--- src/rtl/program_loader_if.sv ---
// Byte-stream in / program-memory write out bundle for the program loader.
`timescale 1ns/1ps
interface program_loader_if #(
  parameter int unsigned ADDR_WIDTH = 4,
  parameter int unsigned ROM_WIDTH  = 12,
  parameter int unsigned DATA_WIDTH = 8
);
  logic                  START;
  logic [DATA_WIDTH-1:0] IN_DATA;
  logic                  IN_VALID;
  logic                  IN_READY;
  logic                  WR_EN;
  logic [ADDR_WIDTH-1:0] WR_ADDR;
  logic [ROM_WIDTH-1:0]  WR_DATA;
  logic                  CPU_RST;
  logic                  DONE;
  logic                  ERR;

  modport master (
    output START, IN_DATA, IN_VALID,
    input  IN_READY, WR_EN, WR_ADDR, WR_DATA, CPU_RST, DONE, ERR
  );

  modport slave (
    input  START, IN_DATA, IN_VALID,
    output IN_READY, WR_EN, WR_ADDR, WR_DATA, CPU_RST, DONE, ERR
  );
endinterface

--- src/rtl/program_loader.sv ---
// Loads a byte stream (opcode byte, immediate byte per word, then an XOR checksum)
// into program memory, holding the CPU in reset until a good load completes.
`timescale 1ns/1ps
module program_loader #(
  parameter int unsigned ADDR_WIDTH = 4,
  parameter int unsigned ROM_WIDTH  = 12,
  parameter int unsigned DATA_WIDTH = 8
) (
  input  logic             CLK,
  input  logic             RST,
  program_loader_if.slave  bus
);
  localparam int unsigned OPC_W = 4;
  localparam int unsigned IMM_W = ROM_WIDTH - OPC_W;
  localparam logic [ADDR_WIDTH-1:0] LAST_ADDR = '1;

  typedef enum logic [2:0] {
    S_IDLE, S_HI, S_LO, S_WRITE, S_CHK, S_DONE, S_ERR
  } state_e;

  state_e                state_q, state_d;
  logic [ADDR_WIDTH-1:0] addr_q, addr_d;
  logic [DATA_WIDTH-1:0] acc_q, acc_d;
  logic [OPC_W-1:0]      opc_q, opc_d;
  logic [IMM_W-1:0]      imm_q, imm_d;

  logic                  in_ready_q, wr_en_q, cpu_rst_q, done_q, err_q;
  logic [ADDR_WIDTH-1:0] wr_addr_q;
  logic [ROM_WIDTH-1:0]  wr_data_q;
  logic                  accept_c;

  assign accept_c = bus.IN_VALID && in_ready_q;

  // Next-state, counter, checksum and word-assembly logic.
  always_comb begin
    state_d = state_q;
    addr_d  = addr_q;
    acc_d   = acc_q;
    opc_d   = opc_q;
    imm_d   = imm_q;
    unique case (state_q)
      S_IDLE, S_DONE, S_ERR: begin
        if (bus.START) begin
          state_d = S_HI;
          addr_d  = '0;
          acc_d   = '0;
        end
      end
      S_HI: begin
        if (accept_c) begin
          acc_d   = acc_q ^ bus.IN_DATA;
          opc_d   = bus.IN_DATA[OPC_W-1:0];
          state_d = (bus.IN_DATA[DATA_WIDTH-1:OPC_W] != '0) ? S_ERR : S_LO;
        end
      end
      S_LO: begin
        if (accept_c) begin
          acc_d   = acc_q ^ bus.IN_DATA;
          imm_d   = IMM_W'(bus.IN_DATA);
          state_d = S_WRITE;
        end
      end
      S_WRITE: begin
        // The counter stops at the last address instead of wrapping.
        if (addr_q == LAST_ADDR) begin
          state_d = S_CHK;
        end else begin
          addr_d  = addr_q + ADDR_WIDTH'(1);
          state_d = S_HI;
        end
      end
      S_CHK: begin
        if (accept_c) begin
          state_d = (bus.IN_DATA == acc_q) ? S_DONE : S_ERR;
        end
      end
      default: state_d = S_IDLE;
    endcase
  end

  // State and registered outputs; outputs are decoded from the state being entered.
  always_ff @(posedge CLK or negedge RST) begin
    if (!RST) begin
      state_q    <= S_IDLE;
      addr_q     <= '0;
      acc_q      <= '0;
      opc_q      <= '0;
      imm_q      <= '0;
      in_ready_q <= 1'b0;
      wr_en_q    <= 1'b0;
      cpu_rst_q  <= 1'b0;
      done_q     <= 1'b0;
      err_q      <= 1'b0;
      wr_addr_q  <= '0;
      wr_data_q  <= '0;
    end else begin
      state_q    <= state_d;
      addr_q     <= addr_d;
      acc_q      <= acc_d;
      opc_q      <= opc_d;
      imm_q      <= imm_d;
      in_ready_q <= state_d inside {S_HI, S_LO, S_CHK};
      wr_en_q    <= (state_d == S_WRITE);
      cpu_rst_q  <= state_d inside {S_HI, S_LO, S_WRITE, S_CHK, S_ERR};
      done_q     <= (state_d == S_DONE);
      err_q      <= (state_d == S_ERR);
      wr_addr_q  <= addr_d;
      wr_data_q  <= {opc_d, imm_d};
    end
  end

  assign bus.IN_READY = in_ready_q;
  assign bus.WR_EN    = wr_en_q;
  assign bus.WR_ADDR  = wr_addr_q;
  assign bus.WR_DATA  = wr_data_q;
  assign bus.CPU_RST  = cpu_rst_q;
  assign bus.DONE     = done_q;
  assign bus.ERR      = err_q;

endmodule

--- src/flat_wrapper.sv ---
// flat-port wrapper written by rule: the top's interface ports become plain ports
module program_loader_flat 
#(
  parameter int unsigned ADDR_WIDTH = 4,
  parameter int unsigned ROM_WIDTH  = 12,
  parameter int unsigned DATA_WIDTH = 8
)
  (CLK, RST, bus_START, bus_IN_DATA, bus_IN_VALID, bus_IN_READY, bus_WR_EN, bus_WR_ADDR, bus_WR_DATA, bus_CPU_RST, bus_DONE, bus_ERR);
  program_loader_if #(.ADDR_WIDTH(ADDR_WIDTH), .ROM_WIDTH(ROM_WIDTH), .DATA_WIDTH(DATA_WIDTH)) bus_i ();
  input  logic CLK;
  input  logic RST;
  input wire logic [$bits(bus_i.START)-1:0] bus_START;
  input wire logic [$bits(bus_i.IN_DATA)-1:0] bus_IN_DATA;
  input wire logic [$bits(bus_i.IN_VALID)-1:0] bus_IN_VALID;
  output wire logic [$bits(bus_i.IN_READY)-1:0] bus_IN_READY;
  output wire logic [$bits(bus_i.WR_EN)-1:0] bus_WR_EN;
  output wire logic [$bits(bus_i.WR_ADDR)-1:0] bus_WR_ADDR;
  output wire logic [$bits(bus_i.WR_DATA)-1:0] bus_WR_DATA;
  output wire logic [$bits(bus_i.CPU_RST)-1:0] bus_CPU_RST;
  output wire logic [$bits(bus_i.DONE)-1:0] bus_DONE;
  output wire logic [$bits(bus_i.ERR)-1:0] bus_ERR;
  assign bus_i.START = bus_START;
  assign bus_i.IN_DATA = bus_IN_DATA;
  assign bus_i.IN_VALID = bus_IN_VALID;
  assign bus_IN_READY = bus_i.IN_READY;
  assign bus_WR_EN = bus_i.WR_EN;
  assign bus_WR_ADDR = bus_i.WR_ADDR;
  assign bus_WR_DATA = bus_i.WR_DATA;
  assign bus_CPU_RST = bus_i.CPU_RST;
  assign bus_DONE = bus_i.DONE;
  assign bus_ERR = bus_i.ERR;
  program_loader #(.ADDR_WIDTH(ADDR_WIDTH), .ROM_WIDTH(ROM_WIDTH), .DATA_WIDTH(DATA_WIDTH)) u_core (.CLK(CLK), .RST(RST), .bus(bus_i));
endmodule
--- config.mk ---
export PLATFORM = sky130hd
export DESIGN_NAME = program_loader_flat
export DESIGN_NICKNAME = d
export VERILOG_FILES = /design/src/rtl/program_loader_if.sv /design/src/rtl/program_loader.sv /design/src/flat_wrapper.sv
export SDC_FILE = /design/constraint.sdc
export NUM_CORES = 1
export LEC_CHECK = 0
export CAP_MARGIN = 25
export CORE_MARGIN = 1.5
export CORE_UTILIZATION = 51
export CTS_CLUSTER_DIAMETER = 80
export CTS_CLUSTER_SIZE = 40
export DETAILED_ROUTE_END_ITERATION = 8
export PLACE_DENSITY = 0.83
export SLEW_MARGIN = 10
export SYNTH_ARGS = -nofsm -noshare
export SYNTH_HDL_FRONTEND = slang
export SYNTH_SLANG_ARGS = --single-unit
--- constraint.sdc ---
create_clock -name CLK -period 2.2 [get_ports CLK]
set_clock_uncertainty 0.05 [all_clocks]
set_input_delay 0.44 -clock CLK [delete_from_list [all_inputs] [get_ports CLK]]
set_output_delay 0.44 -clock CLK [all_outputs]
set_load 0.02 [all_outputs]
==> results of run 1 <==
## repair_timing
item	4_1_cts	5_1_grt
setup buffers	0	5
endpoints found under the setup margin	0	2
gates resized for setup	0	5
## cells in the final DEF (no fill, tap or decap), types with 2 or more instances in the layout
master and n:
clkbuf_4 5, nand3b_1 3, nand2_1 17, xnor2_1 5, xor2_1 6, buf_4 28
nand3_1 2, nor3b_1 2, nor2_1 5, o21ai_0 2, o21ai_1 20, nand2b_1 9
dfrtp_1 32, nor2b_1 3, clkdlybuf4s50_1 32, a21oi_1 3, mux2_1 12
## metrics by stage
stage	util, %	cell area [µm²]
2_1_floorplan	-	1670
3_3_place_gp	70.2	2160
3_5_place_dp	70.2	2160
4_1_cts	71.5	2200
5_1_grt	73.5	2260
6_report	73.5	2260
## per-layer routing
metal	up-vias	global-route usage [%]	wire length, µm
li1	661	-	-
met1	656	27.8	1530
met2	42	37.3	1850
met3	10	8.44	178
met4	0	11.1	79
met5	-	0	0
## sequential cells by signal, summed over array words and instances, names as in the netlist
register / flops
u_core.bus.ERR: 1
u_core.addr_q: 4
u_core.state_q: 3
u_core.imm_q: 7
u_core.opc_q: 4
u_core.acc_q: 8
u_core.bus.DONE: 1
u_core.bus.IN_READY: 1
u_core.bus.WR_EN: 1
u_core.bus.CPU_RST: 1
u_core.bus.WR_DATA: 1
## logic make-up after synthesis
logic type               after synthesis  synth area share (%)
AND/OR/NAND/NOR                       52                  17.5
flip-flops                            32                  48.1
XOR/XNOR                              11                  5.78
multiplexers                          14                  9.69
AO/OA/AOI/OAI                         36                  14.5
buffers and inverters                  8                  3.68
adder cells (fa/ha/maj)                1                 0.751
## path summary, 6_finish.rpt
path | endpoint | from | slack, ns | cells after the start
worst max-delay path | u_core.bus.IN_READY | bus_IN_VALID | 0.05 | 7
worst min-delay path | u_core.imm_q[3] | u_core.imm_q[3] | 0.44 | 1
worst max register to register | u_core.bus.IN_READY | u_core.addr_q[0] | 0.16 | 7
worst min register to register | u_core.imm_q[3] | u_core.imm_q[3] | 0.44 | 1
max in group asynchronous | u_core.bus.WR_DATA[7] | RST | 1.35 | 2
min in group asynchronous | u_core.addr_q[1] | RST | 0.45 | 2
## area by class of cell
class / count / share of cell area (%)
inverters: 2 / 0.442
repair buffers: 60 / 23.4
flip-flops and latches: 32 / 35.4
clock buffers: 5 / 1.66
well taps: 44 / 2.43
multi-input cells: 114 / 36.7
## power groups by stage
stage / combinational (mW) / clock [mW] / sequential (mW)
after floorplan: 0.794 / 0 / 1.14
after global placement: 1.49 / 0 / 0.969
after detailed placement: 1.55 / 0 / 0.989
after CTS: 1.57 / 0.299 / 0.978
after global routing: 1.82 / 0.320 / 1.01
final: 1.68 / 0.284 / 0.977
## worst max-delay path: stages
cell and delay, ns:
clkdlybuf4s50_1 0.51, nand2_2 0.08, nor4_1 0.30, nand4_1 0.24, o31ai_2 0.29, nand2b_4 0.18
mux2_4 0.29
==> run summary, run 1 <==
When the netlist entered floorplanning its net count stood at 167. The clock passes through at most 2 buffers. For the share of power burned in the clock network, the log shows 9.7%.

Routability-driven placement finished with a final weighted congestion of 0.804. Setup repair after global routing could not meet its margin everywhere. For the pin with the worst max-slew slack, the measured transition is 0.459 ns. The number of failing hold endpoints at the final stage was 0. The path class of the lowest-slack min-delay path was flip-flop to flip-flop. After synthesis, the mean cell area works out to 10.8 µm². The run finished with clean final reports.

In the post-synthesis netlist, the biggest area contributors are dfrtp_1, mux2_1, o21ai_1. The final critical delay including setup and external delays is 2.15 ns, and the part of the cycle the worst path needs is 97.9%. Post-synthesis cell type with the largest combined area: dfrtp_1.

The max-capacitance violation count came out at 0. The design draws 2.94 mW. The core box area was 3080 µm²; the total area of multi-input combinational cells was 830 µm².

Relative to the synthesized area, the layout overhead comes to 35.9%. DRC violations left: 0. The analysis attributes to net switching a power of 1.18 mW. The port buffer count was 32; the initial core utilization was 54.1%. The logs give 3640 µm for the aggregate routed wire length and 5 for the number of buffers inserted during clock tree synthesis. In this run, post-CTS hold repair placed 0 buffers. The proportion of netlist area held by the largest area contributor is 48.1%, and the power density over cell area is 1300 nW/µm². The iteration count of the initial detailed-routing pass was 4; the worst slew margin relative to its limit was 69.0%.

Cell chosen for the clock root: clkbuf_4. The number of antenna diodes in the final layout is 0. The logs give 0.0472 ns for the post-layout worst setup margin and 0.442 ns for the worst hold margin. Summed over all layers, the global routing overflow is 0.

Counting every instance in the synthesized netlist gives 154. The tools report the type of origin of the critical path as an input pin. The leading cell type by number of instances after synthesis is dfrtp_1. After synthesis, the netlist uses 42 different library cells.

Highest fanout seen on the critical path: 3. Summed over all cells, the static leakage comes to 0.997 nW. Entering global routing, the biggest net connects 33 pins.

The number of nets with antenna violations after routing is 0. TritonCTS built the clock tree. The first routing iteration left 67 violations. Net switching is 40.1% of the power. The logs give 0 for the yosys synthesis warning count and 1,318 for the via count of the first global-routing pass. The cell total after placement was 247. For this design the top-level I/O count stands at 33. In the synthesized netlist the dominant register cell turns out to be dfrtp_1. Counting the fill cells in the layout gives 234.

For the portion of total power attributed to combinational logic, the log shows 57.1%. Of the synthesized area, sequential elements account for 48.1%. The logs give 2640 µm for the estimated wirelength of the detail-placed design and 0 for the final count of negative-setup-slack endpoints.

VDD sags by at most 0.780 mV. The count of flip-flops with a built-in enable after synthesis is 0. Sequential power share: 33.3%. STA classifies the critical path endpoint as a flip-flop. After detailed routing, the average wire length per cell comes to 14.2 µm.

The die area is 3620 µm², and the mapped cell area is 1670 µm². The run gives 0 as the number of max-slew violations in the final report. After floorplanning, the core was divided into 20 placement rows.

The routed layout has 1,369 vias. The logs give 2 for the maximum level of the CTS H-tree and 2.33 ns for the arrival time of data at the critical path endpoint. Counting flops with an async set or reset pin after synthesis yields a share of 100%. The post-layout instance count excluding filler cells is 257, and the footprint of the flip-flops and latches is 801 µm². After the last flow step, the layout net total stands at 228. The clock net in this run drives a total of 32 sinks. The via density per instance was 5.33; the global-route usage over all layers was 23.3%.

The critical path is of the input pin to flip-flop type. The clock-pin slew reported for the worst setup and hold paths after clock tree synthesis is 0.09 ns, and the chip width is 60.1 µm. The height of the die came out at 60.1 µm.

At the later pin of the worst-skew pair, clock insertion delay measures 0.33 ns. Cells with a size suffix above 1 make up 22.5% of the layout. The initial antenna violation count is 0. After synthesis, the most frequently instantiated cells are dfrtp_1, o21ai_1, nand2_1, mux2_1, nand2b_1. Based on the critical path, the design can be clocked at up to 465 MHz. After synthesis the netlist holds a flip-flop and latch count of 32. The first global-routing pass estimated 6000 µm of wire. STA puts the critical path data required time at 2.37 ns. OpenSTA, run right after detailed placement, puts the worst setup slack at -0.258 ns. The internal portion of the total power is 1.76 mW. Adding up every negative setup slack in the final design gives 0 ns.
No activity file was read; power rests on OpenSTA's default activity.
==> inputs of run 2 (changes only) <==
--- a/config.mk
+++ b/config.mk
@@ -12,7 +12,7 @@
 export CTS_CLUSTER_SIZE = 40
 export DETAILED_ROUTE_END_ITERATION = 8
 export PLACE_DENSITY = 0.83
-export SLEW_MARGIN = 10
+export SLEW_MARGIN = 20
 export SYNTH_ARGS = -nofsm -noshare
 export SYNTH_HDL_FRONTEND = slang
 export SYNTH_SLANG_ARGS = --single-unit
==> results of run 2 <==
Same layout as run 1: the final DEF is identical, and so are final timing and power.
==> inputs of run 3 (changes only) <==
==> constraint.sdc (replaced) <==
create_clock -name CLK -period 2.2 [get_ports CLK]
set_clock_uncertainty 0.05 [all_clocks]
set_input_delay 0.66 -clock CLK [delete_from_list [all_inputs] [get_ports CLK]]
set_output_delay 0.66 -clock CLK [all_outputs]
set_load 0.02 [all_outputs]
==> run summary, run 3 (synthesis gave the netlist of run 1 again) <==
The arrival time of data at the critical path endpoint is 2.33 ns (about the same), and the antenna cell count is 0 (unchanged). The largest register by flop count was u_core.acc_q (unchanged). The worst hold path cell count is 1 (unchanged).

The core box area is 3080 µm² (unchanged), and the portion of total power attributed to combinational logic is 55.4% (was 57.1%). The critical path's largest stage delay was 0.32 ns (was 0.51 ns); the clock-pin slew reported for the worst setup and hold paths after clock tree synthesis was 0.09 ns (about the same). The part of the cycle the worst path needs was 98.1% (was 97.9%). The final routed wire length divided by cell count came out at 14.9 µm (was 14.2 µm).

The chip width was 60.1 µm (unchanged). The beginning of the worst hold path is u_core.imm_q[5] (was u_core.imm_q[3]). The count of nets after finishing was 226 (was 228). The tools report the number of buffers on the longest clock path as 2 (unchanged).

The number of flip-flops under the largest register name is 8 (unchanged). Leaving out fill and tap cells, the most frequent cell in the layout is dfrtp_1. The run gives 1,389 (was 1,369) as the total vias in the final route. The via density per instance was 5.38 (was 5.33). Critical-path cell with the highest stage delay: o31ai_2 (was clkdlybuf4s50_1). For the global-route usage over all layers, the log shows 23.2% (was 23.3%).

The logs give 0 (unchanged) for the number of failing hold endpoints at the final stage and 1.79 mW (was 1.76 mW) for the cell internal power dissipation. Sum of negative setup slack: 0 ns (unchanged). The insertion delay to the later sink of the worst-skew pair is 0.34 ns (was 0.33 ns). The net switching component of the power is 1.20 mW (was 1.18 mW).

Worst-path cell chain: dlygate4sd2_1 > xor2_1 > nor4_4 > nand4_1 > o31ai_2 > nand2b_4 > mux2_4 (was clkdlybuf4s50_1 > nand2_2 > nor4_1 > nand4_1 > o31ai_2 > nand2b_4 > mux2_4). The instance area after placement is 2170 µm² (was 2160 µm²). The logs give 6000 µm (about the same) for the wire length of the first global-routing pass and 0.809 (was 0.804) for the routability congestion estimate.

Count of hold buffers inserted by post-cts repair: 0 (unchanged). The aggregate routed wire length was 3860 µm (was 3640 µm). The share of total power consumed by net switching was 40.1% (about the same). The tools report the endpoint with the worst hold slack as u_core.imm_q[5] (was u_core.imm_q[3]). The highest fanout seen on the critical path is 2 (was 3). The die area is 3620 µm² (unchanged). The run finished with clean final reports.

Initial core utilization: 54.1% (unchanged). The path class of the lowest-slack min-delay path was flip-flop to flip-flop (unchanged). The critical path's top delay family is simple AND/OR/NAND/NOR gates (unchanged).

The post-route core utilization is 74.1% (was 73.5%), and the worst slew margin relative to its limit is 73.0% (was 69.0%). The worst supply voltage drop on vdd came out at 0.724 mV (was 0.780 mV). Most frequent cells in the layout: dfrtp_1, buf_4, clkdlybuf4s50_1 (was clkdlybuf4s50_1, dfrtp_1, buf_4). The logs give 2 (unchanged) for the maximum level of the CTS H-tree and 231 (was 234) for the number of inserted filler cells in the final layout. The final count of negative-setup-slack endpoints was 0 (unchanged); the area added between synthesis and finish was 37.0% (was 35.9%). The share of cells above drive strength 1 was 23.4% (was 22.5%); the timing-limited maximum frequency was 463 MHz (was 465 MHz). The data required time of the worst path is 2.37 ns (about the same). Max-capacitance violation count: 0 (unchanged). Element type at the critical path end: a flip-flop (unchanged).

The number of buffers inserted during clock tree synthesis was 5 (unchanged). Worst reg2reg path endpoint: u_core.bus.IN_READY (unchanged). The startpoint of the worst register-to-register path was u_core.acc_q[0] (was u_core.addr_q[0]). Final critical delay including setup and external delays: 2.16 ns (was 2.15 ns).

The sum of buffers and inverters on the critical path is 1 (unchanged). The transition time at the pin with the least slew margin was 0.405 ns (was 0.459 ns); the post-layout worst setup margin was 0.0407 ns (was 0.0472 ns). Cell chosen for the clock root: clkbuf_4 (unchanged). The estimated wirelength of the detail-placed design is 2660 µm (was 2640 µm).

The worst reg2reg path depth was 6 (was 7); the iteration count of the initial detailed-routing pass was 4 (unchanged). Setup repair after global routing left no endpoint under its margin. The pre-CTS worst setup slack was -0.541 ns (was -0.258 ns); the DRC violations left was 0 (unchanged). The leakage component of the power is 1.03 nW (was 0.997 nW), and the site row count is 20 (unchanged). The maximum number of pins on one net before global-route repair came out at 33 (unchanged). The height of the die was 60.1 µm (unchanged). TritonCTS built the clock tree. The number of nets with antenna violations after routing came out at 0 (unchanged). The port buffer count is 32 (unchanged). Critical path class: input pin to flip-flop (unchanged).

For the initial antenna violation count, the log shows 0 (unchanged). The logs give 0 (unchanged) for the number of max-slew violations in the final report and 32.8% (was 33.3%) for the sequential power share. The internal reg-to-reg setup slack was 0.07 ns (was 0.16 ns). Type of origin of the critical path: an input pin (unchanged).

The post-route cell area was 2280 µm² (was 2260 µm²); the via count of the first global-routing pass was 1,337 (was 1,318). The number of clock sinks seen by CTS was 32 (unchanged); the total congestion overflow was 0 (unchanged). The share of power burned in the clock network is 11.8% (was 9.7%). Top flop regs: u_core.acc_q x8, u_core.imm_q x7 (unchanged).

Total design power: 2.99 mW (was 2.94 mW). The top-level port count is 33 (unchanged), and the power density over cell area is 1310 nW/µm² (was 1300 nW/µm²). The number of DRC markers after the initial detailed-route iteration is 52 (was 67).
## run 3: cell count changes in the layout (fill, tap and decap cells not counted), sizes merged
cell           change
clkdlybuf4s50     -10
dlygate4sd2        +5
clkdlybuf4s15      +2
dlymetal6s2s       +2
buf                -2
clkbuf             +4
## run 3: area by class of cell
class / count / area (µm²) / share of cell area, %
clock buffer: 8 / 58.8 / 2.58
inverter: 2 / 10.0 / 0.439
multi-input combinational: 114 / 848 / 37.2
sequential: 32 / 801 / 35.1
tap: 44 / 55.1 / 2.41
timing repair buffer: 58 / 509 / 22.3
## run 3: stage by stage
| stage | hold slack, ns | std cells |
|---|---|---|
| after floorplan | 0.314 | 154 |
| after global placement | 0.419 | 248 |
| after detailed placement | 0.425 | 248 |
| after CTS | 0.447 | 256 |
| after global routing | 0.464 | 258 |
| final | 0.445 | 258 |
## run 3: power groups by stage
stage | logic [mW] | registers, mW | clock network, mW
6_report | 1.66 | 0.981 | 0.354
5_1_grt | 1.78 | 1.01 | 0.388
4_1_cts | 1.61 | 0.979 | 0.361
3_5_place_dp | 1.57 | 0.987 | 0
3_3_place_gp | 1.52 | 0.969 | 0
2_1_floorplan | 0.794 | 1.14 | 0
## run 3: how the worst max path moves through the flow
| stage | from | endpoint | depth (start not counted) |
|---|---|---|---|
| floorplan | u_core.addr_q[0] | u_core.bus.IN_READY | 7 |
| global placement | bus_IN_VALID | u_core.bus.IN_READY | 7 |
| detailed placement | bus_IN_DATA[0] | u_core.bus.IN_READY | 7 |
| CTS | bus_IN_DATA[6] | u_core.bus.IN_READY | 6 |
| global route | u_core.addr_q[1] | u_core.bus.IN_READY | 7 |
| finish | bus_IN_DATA[5] | u_core.bus.IN_READY | 7 |
## run 3: per-layer routing
| layer | up-vias | part of all wire (%) | track usage (%) | routed length [µm] |
|---|---|---|---|---|
| li1 | 656 | - | - | - |
| met2 | 41 | 51 | 38.7 | 1980 |
| met1 | 680 | 42 | 27.5 | 1640 |
| met4 | 0 | 2.4 | 13.0 | 91 |
| met3 | 12 | 3.7 | 4.98 | 144 |
| met5 | - | 0 | 0 | 0 |
## run 3: repair_timing
| item | CTS | global route |
|---|---|---|
| resized for setup | 13 | 9 |
| setup buffers | 0 | 2 |
| pin swaps | 7 | 7 |
| endpoints found under the setup margin | 2 | 2 |
